File: src/rtl/trap_unit_pkg.sv
// trap_unit_pkg: core configuration, CSR types and exception constants shared by the trap controller.
package CoreConfig;
    localparam int PC_LEN = 32;
endpackage

package CSR_Pkg;
    typedef struct packed {
        logic [27:0] rsvd_hi;
        logic        mie;
        logic [2:0]  rsvd_lo;
    } mstatus_t;

    typedef struct packed {
        logic meie;
        logic mtie;
        logic msie;
    } mie_m_only_t;

    typedef struct packed {
        logic meip;
        logic mtip;
        logic msip;
    } mip_m_only_t;

    typedef struct packed {
        logic [29:0] base;
        logic [1:0]  mode;
    } mtvec_t;

    typedef struct packed {
        logic        interrupt;
        logic [30:0] code;
    } mcause_t;

    localparam logic [1:0] MTVEC_VECTORED = 2'b01;
endpackage

package Exception_Pkg;
    import CSR_Pkg::*;

    // Wide enough for the largest external code (16 + 31).
    localparam int USED_CODE_LEN = 6;
    localparam int EXT_CAUSE_BASE_DEF = 16;
    localparam logic [USED_CODE_LEN-1:0] MSI_CODE = 6'd3;
    localparam logic [USED_CODE_LEN-1:0] MTI_CODE = 6'd7;

    typedef enum logic {IDLE, ARMED} trap_state_e;

    function automatic mcause_t PadCause(input logic intr, input logic [USED_CODE_LEN-1:0] code);
        return '{interrupt: intr, code: 31'(code)};
    endfunction
endpackage

File: src/rtl/trap_unit_vector_gen.sv
// trap_vector_gen: interrupt priority select (MEI > MSI > MTI) and direct/vectored trap target.
module trap_vector_gen
    import Exception_Pkg::*;
    import CSR_Pkg::*;
#(
    parameter int EXT_ID_W       = 5,
    parameter int EXT_CAUSE_BASE = EXT_CAUSE_BASE_DEF,
    parameter bit MSI_EN         = 1'b1
) (
    input  mie_m_only_t              mie,
    input  mip_m_only_t              mip,
    input  logic [EXT_ID_W-1:0]      ext_irq_id,
    input  mtvec_t                   mtvec,
    input  logic                     is_interrupt,
    input  logic [USED_CODE_LEN-1:0] cause,
    output logic                     any_irq,
    output logic [USED_CODE_LEN-1:0] sel_code,
    output logic [31:0]              target
);
    logic [2:0] pend;
    logic [29:0] vec_base;

    assign pend = {mie.meie & mip.meip, mie.mtie & mip.mtip, MSI_EN & mie.msie & mip.msip};
    assign any_irq = |pend;
    assign sel_code = pend[2] ? USED_CODE_LEN'(EXT_CAUSE_BASE) + USED_CODE_LEN'(ext_irq_id)
                    : pend[0] ? MSI_CODE : MTI_CODE;
    // 30-bit sum deliberately wraps.
    assign vec_base = (mtvec.mode == MTVEC_VECTORED && is_interrupt) ? mtvec.base + 30'(cause) : mtvec.base;
    assign target = {vec_base, 2'b00};
endmodule

File: src/rtl/trap_unit.sv
// trap_unit: machine-mode trap controller merging exceptions and interrupts at commit,
// with a two-state interrupt acceptance FSM and jump-shadow mepc tracking.
module trap_unit
    import Exception_Pkg::*;
    import CSR_Pkg::*;
#(
    parameter int PC_LEN         = CoreConfig::PC_LEN,
    parameter int EXT_ID_W       = 5,
    parameter int EXT_CAUSE_BASE = EXT_CAUSE_BASE_DEF,
    parameter bit MSI_EN         = 1'b1,
    parameter int JMP_WINDOW     = 2
) (
    input  logic                     clk,
    input  logic                     rst_n,
    input  logic                     stall_n,
    input  logic                     flush,
    input  logic                     exc_raise,
    input  logic [USED_CODE_LEN-1:0] exc_code,
    input  logic [31:0]              exc_tval,
    input  logic [PC_LEN-1:0]        instr_addr_id_ex,
    input  logic                     jump_en_ex,
    input  logic [PC_LEN-1:0]        jump_addr_ex,
    input  mstatus_t                 csr_mstatus,
    input  mie_m_only_t              csr_mie,
    input  mip_m_only_t              csr_mip,
    input  mtvec_t                   csr_mtvec,
    input  logic [EXT_ID_W-1:0]      ext_irq_id,
    output logic                     any_interrupt_come,
    output logic                     int_flush_req,
    output logic                     trap_occurred,
    output logic                     trap_is_interrupt,
    output logic [PC_LEN-1:0]        new_mepc,
    output mcause_t                  new_mcause,
    output logic [31:0]              new_mtval,
    output logic [31:0]              trap_jump_addr
);
    trap_state_e state, state_d;
    logic [USED_CODE_LEN-1:0] cause_q, sel_code;
    logic [2:0] jmp_cnt;
    logic [PC_LEN-1:0] jmp_addr_q;
    logic take;
    logic unused_ok;

    // flush only matters upstream; a latched interrupt survives it.
    assign unused_ok = ^{flush, csr_mstatus.rsvd_hi, csr_mstatus.rsvd_lo};

    trap_vector_gen #(
        .EXT_ID_W      (EXT_ID_W),
        .EXT_CAUSE_BASE(EXT_CAUSE_BASE),
        .MSI_EN        (MSI_EN)
    ) u_vec (
        .mie         (csr_mie),
        .mip         (csr_mip),
        .ext_irq_id  (ext_irq_id),
        .mtvec       (csr_mtvec),
        .is_interrupt(trap_is_interrupt),
        .cause       (trap_is_interrupt ? cause_q : exc_code),
        .any_irq     (any_interrupt_come),
        .sel_code    (sel_code),
        .target      (trap_jump_addr)
    );

    always_comb begin
        state_d = state;
        int_flush_req = 1'b0;
        take = 1'b0;
        if (state == IDLE) begin
            int_flush_req = any_interrupt_come & csr_mstatus.mie & ~exc_raise;
            state_d = (int_flush_req && stall_n) ? ARMED : IDLE;
        end else begin
            take = stall_n & ~exc_raise;
            state_d = (stall_n || exc_raise) ? IDLE : ARMED;
        end
    end

    assign trap_occurred = exc_raise | take;
    assign trap_is_interrupt = take;
    assign new_mcause = trap_is_interrupt ? PadCause(1'b1, cause_q) : PadCause(1'b0, exc_code);
    assign new_mtval = trap_is_interrupt ? 32'h0 : exc_tval;
    assign new_mepc = (jmp_cnt != 3'd0) ? jmp_addr_q : instr_addr_id_ex;

    always_ff @(posedge clk or negedge rst_n) begin
        if (!rst_n) begin
            state <= IDLE;
            cause_q <= '0;
            jmp_cnt <= '0;
            jmp_addr_q <= '0;
        end else begin
            state <= state_d;
            if (state == IDLE && int_flush_req && stall_n)
                cause_q <= sel_code;
            if (trap_occurred)
                jmp_cnt <= '0;
            else if (jump_en_ex && stall_n) begin
                jmp_cnt <= 3'(JMP_WINDOW);
                jmp_addr_q <= jump_addr_ex;
            end else if (stall_n && jmp_cnt != 3'd0)
                jmp_cnt <= jmp_cnt - 3'd1;
        end
    end
endmodule

File: config.mk
export PLATFORM = sky130hd
export DESIGN_NAME = trap_unit
export DESIGN_NICKNAME = d
export VERILOG_FILES = /design/src/rtl/trap_unit_pkg.sv /design/src/rtl/trap_unit_vector_gen.sv /design/src/rtl/trap_unit.sv
export SDC_FILE = /design/constraint.sdc
export NUM_CORES = 1
export LEC_CHECK = 0
export ABC_CLOCK_PERIOD_IN_PS = 4000
export CORE_MARGIN = 2
export CORE_UTILIZATION = 25
export CTS_CLUSTER_SIZE = 20
export DETAILED_ROUTE_END_ITERATION = 8
export PLACE_DENSITY = 0.7
export SLEW_MARGIN = 15
export SYNTH_ARGS = -nofsm -noshare
export SYNTH_HDL_FRONTEND = slang
export SYNTH_HIERARCHICAL = 1
export SYNTH_SLANG_ARGS = --single-unit
export TNS_END_PERCENT = 1
File: constraint.sdc
create_clock -name clk -period 4 [get_ports clk]
set_clock_uncertainty 0.15 [all_clocks]
set_input_delay 0.8 -clock clk [delete_from_list [all_inputs] [get_ports clk]]
set_output_delay 0.8 -clock clk [all_outputs]
set_load 0.005 [all_outputs]
==> results.md <==
- Post-Synth Simple-Gate Area: 18.27%
- Drt pass-1 iters: 4
- CTS H-tree depth: 2
- Final Net Count: ~830
- DR iter-0 viols: 123
- Worst hold path type: flip-flop to flip-flop
- I/O Buffers: 255
- Adder-cell share of the synthesized area: between 3 and 4%
- Yosys warning count: 6
- Unrepaired setup endpoints after global routing: yes
- Number of antenna cells inserted: 0
- Vias/cell: approximately 4.4
- Worst hold margin: ~0.36 ns
- Reg-to-Reg Start: state
- Initial Util: about 25%
- Total grt overflow: 0
- Dpl cells: between 700 and 800
- DRC errors left: 0
- Post-synthesis compound-gate area fraction: between 5 and 6%
- PnR worst setup slack: -0.08464 ns
- Post-Layout Cell Count: between 800 and 900
- Wire length of the first global-routing pass: 19.52 mm
- Peak VDD IR: ~0.16 mV
- # setup viols final: 9
- Area delta synth->final: 89.14%
- Largest family of logic cells by synthesized area: multiplexers
- Critical-path maximum fanout: 6
- Setup TNS: -0.3557 ns
- P_leak: between 2 and 3 nW
- # rows: 44
- Required @ worst endpoint: between 3 and 4 ns
- Failing checks: setup timing
- Mapped Area: ~0.0036 sq mm
- Post-synth EDFFs: 0
- Mux cell area share after synthesis: a little over a quarter
- Max-Cap Viols: 0
- Synth cell types: 50
- Total GRT Usage: between 15 and 20%
- Placed wire-length estimate: just under 10 mm
- RePlAce Congestion: roughly 0.82
- Comb pwr share: between 40 and 50%
- Pin count of the biggest net entering global routing: 43
- Worst setup path start: exc_raise
- Most frequent cells in the layout: clkdlybuf4s50_1 (227), mux2_2 (44), dfrtp_1 (42), buf_4 (40), mux2_4 (33)
- Flops & latches, synth: between 40 and 50
- Initial antenna violation count: 0
- Setup crit start kind: input pin
- Syn_area_per_cell: roughly 11 sq um
- Filler cell count: around 1300
- Vias in the first global route: 3829
- Mapped Cells: around 350
- FMAX: approximately 0.24 GHz
- Root Buffer: clkbuf_16
- Ys async rst share: 100.0%
- Final hold vios: 0
- Die height: 124.5 microns
- Die area: roughly 0.015 sq mm
- CTS tree: done
- Total Wirelength: about 12 mm
- Longest Clk Path Bufs: 2
- Via count: between 3000 and 4000
- Post-Synth XOR/XNOR Area: under 10%
- CTS Hold Bufs: 0
- End-of-flow core utilization: 47.78%
- Fin crit share: 102.1%
- Minimum clock period: just over 4 ns
- Commonest non-fill, non-tap cell in the layout: clkdlybuf4s50_1
- Internal Power: 1.341 mW
- Worst-margin pin slew: approximately 0.92 ns
- CTS buffer count: 5
- PwrDens: approximately 260 mW/mm^2
- Psw: between 0.4 and 0.5 mW
- Max-slew violation count: 0
- WP data arrival: about 3.1 ns
- Status: finished, violations left
- Routed WL per cell: ~15 microns
- Flop pwr share: 30.8%
- CP endpoint kind: primary output
- Clock Power Share: 25.4%
- Sequential area share after synthesis: 28.96%
- IO Pins: ~320
- Clock sinks: 42
- Post-route ant nets: 0
- Slew margin rel.: about two fifths
- Critical path type: input pin to primary output
- Final Power: 1.814 mW
- CTS clock-pin slew for the worst setup and hold paths: 0.06 ns
- Die extent in x: ~120 microns
- Synth Flop Type: dfrtp_1
- Hold path startpoint: jmp_addr_q[2]
- Core Region: approximately 0.014 sq mm
- Switching share of power: 26.06%
- Worst skew pair latency: approximately 0.28 ns
- Share of layout cells above drive strength 1: 29.61%
Yosys cell counts, drive strengths merged, types with 6 or more instances:
| cell type | instances | area share, % |
|---|---|---|
| and2 | 33 | 5.8 |
| and3 | 7 | 1.2 |
| buf | 42 | 9.3 |
| dfrtp | 42 | 29 |
| ha | 8 | 2.8 |
| mux2 | 77 | 27 |
| nand2 | 21 | 2.2 |
| nand3 | 11 | 1.5 |
| nand4 | 6 | 1.2 |
| nor2 | 9 | 0.93 |
| o21ai | 8 | 1.1 |
| xnor2 | 21 | 5.1 |
| xor2 | 7 | 1.9 |
what timing repair did:
item,in CTS,in global routing
resized for setup,91,32
setup endpoints to repair,29,26
gates cloned,1,0
buffers inserted,15,2
pin swaps,14,14
per-stage QoR:
step                      worst slack [ns]  instance area [sq um]
final                             -0.08464                   6865
after global routing               -0.1832                   6865
after global placement             -0.8726                   6400
after floorplan                   0.004410                   3732
after CTS                         -0.06059                   6780
after detailed placement           -0.9264                   6400
layer usage:
layer  GRT usage, %  up-vias  wire, microns
met3          4.467       12           1117
li1               -     1718              -
met2          27.74      206           6238
met5              0        -              0
met1          17.40     1678           4873
met4          4.759        0            179
worst max-delay path, stage by stage:
cell and delay (ns):
buf_8 0.10, inv_4 0.05, nand3_4 0.08, buf_6 0.15, mux2_4 0.33, fa_2 0.37
a21o_1 0.24, a221oi_4 0.37, buf_6 0.16, nor2b_4 0.04, buf_4 0.13, nand3_2 0.07
xnor2_1 0.11, buf_2 0.13
sequential cells by signal, summed over array words and instances (netlist names):
register / count
cause_q: 6
jmp_addr_q: 32
state: 1
jmp_cnt: 3
power groups by stage:
stage	registers, mW	clock network (mW)	logic [mW]
3_3_place_gp	0.567	0	0.752
4_1_cts	0.562	0.477	0.791
6_report	0.559	0.460	0.794
2_1_floorplan	0.543	0	0.363
5_1_grt	0.571	0.500	0.851
3_5_place_dp	0.563	0	0.768
cell type report:
class	count	area, sq um	area share (%)
multi-input combinational	278	2542	37.03
inverter	5	21.27	0.3098
clock buffer	6	128.9	1.877
tap	184	230.2	3.353
timing repair buffer	302	2854	41.57
sequential	42	1051	15.31
clock inverter	2	37.54	0.5467
cells by family (layout without fill, tap and decap cells):
family,after synthesis,after routing
fa+ha+maj,9,9
xor+xnor,28,28
simple gates,109,110
mux,77,77
flops,42,42
buf+inv,51,315
compound gates,27,27
other cells,2,27
path summary, 6_finish.rpt:
check | to | slack, ns | cells after the start
setup reg to reg | jmp_addr_q[5] | 1.98 | 4
setup / recovery | trap_jump_addr[16] | -0.08 | 14
max in group asynchronous | jmp_addr_q[8] | 2.62 | 1
hold reg to reg | jmp_addr_q[2] | 0.36 | 1
hold / removal | jmp_addr_q[2] | 0.36 | 1
min in group asynchronous | jmp_addr_q[22] | 0.50 | 1
Power figures use the tool's default switching activity.
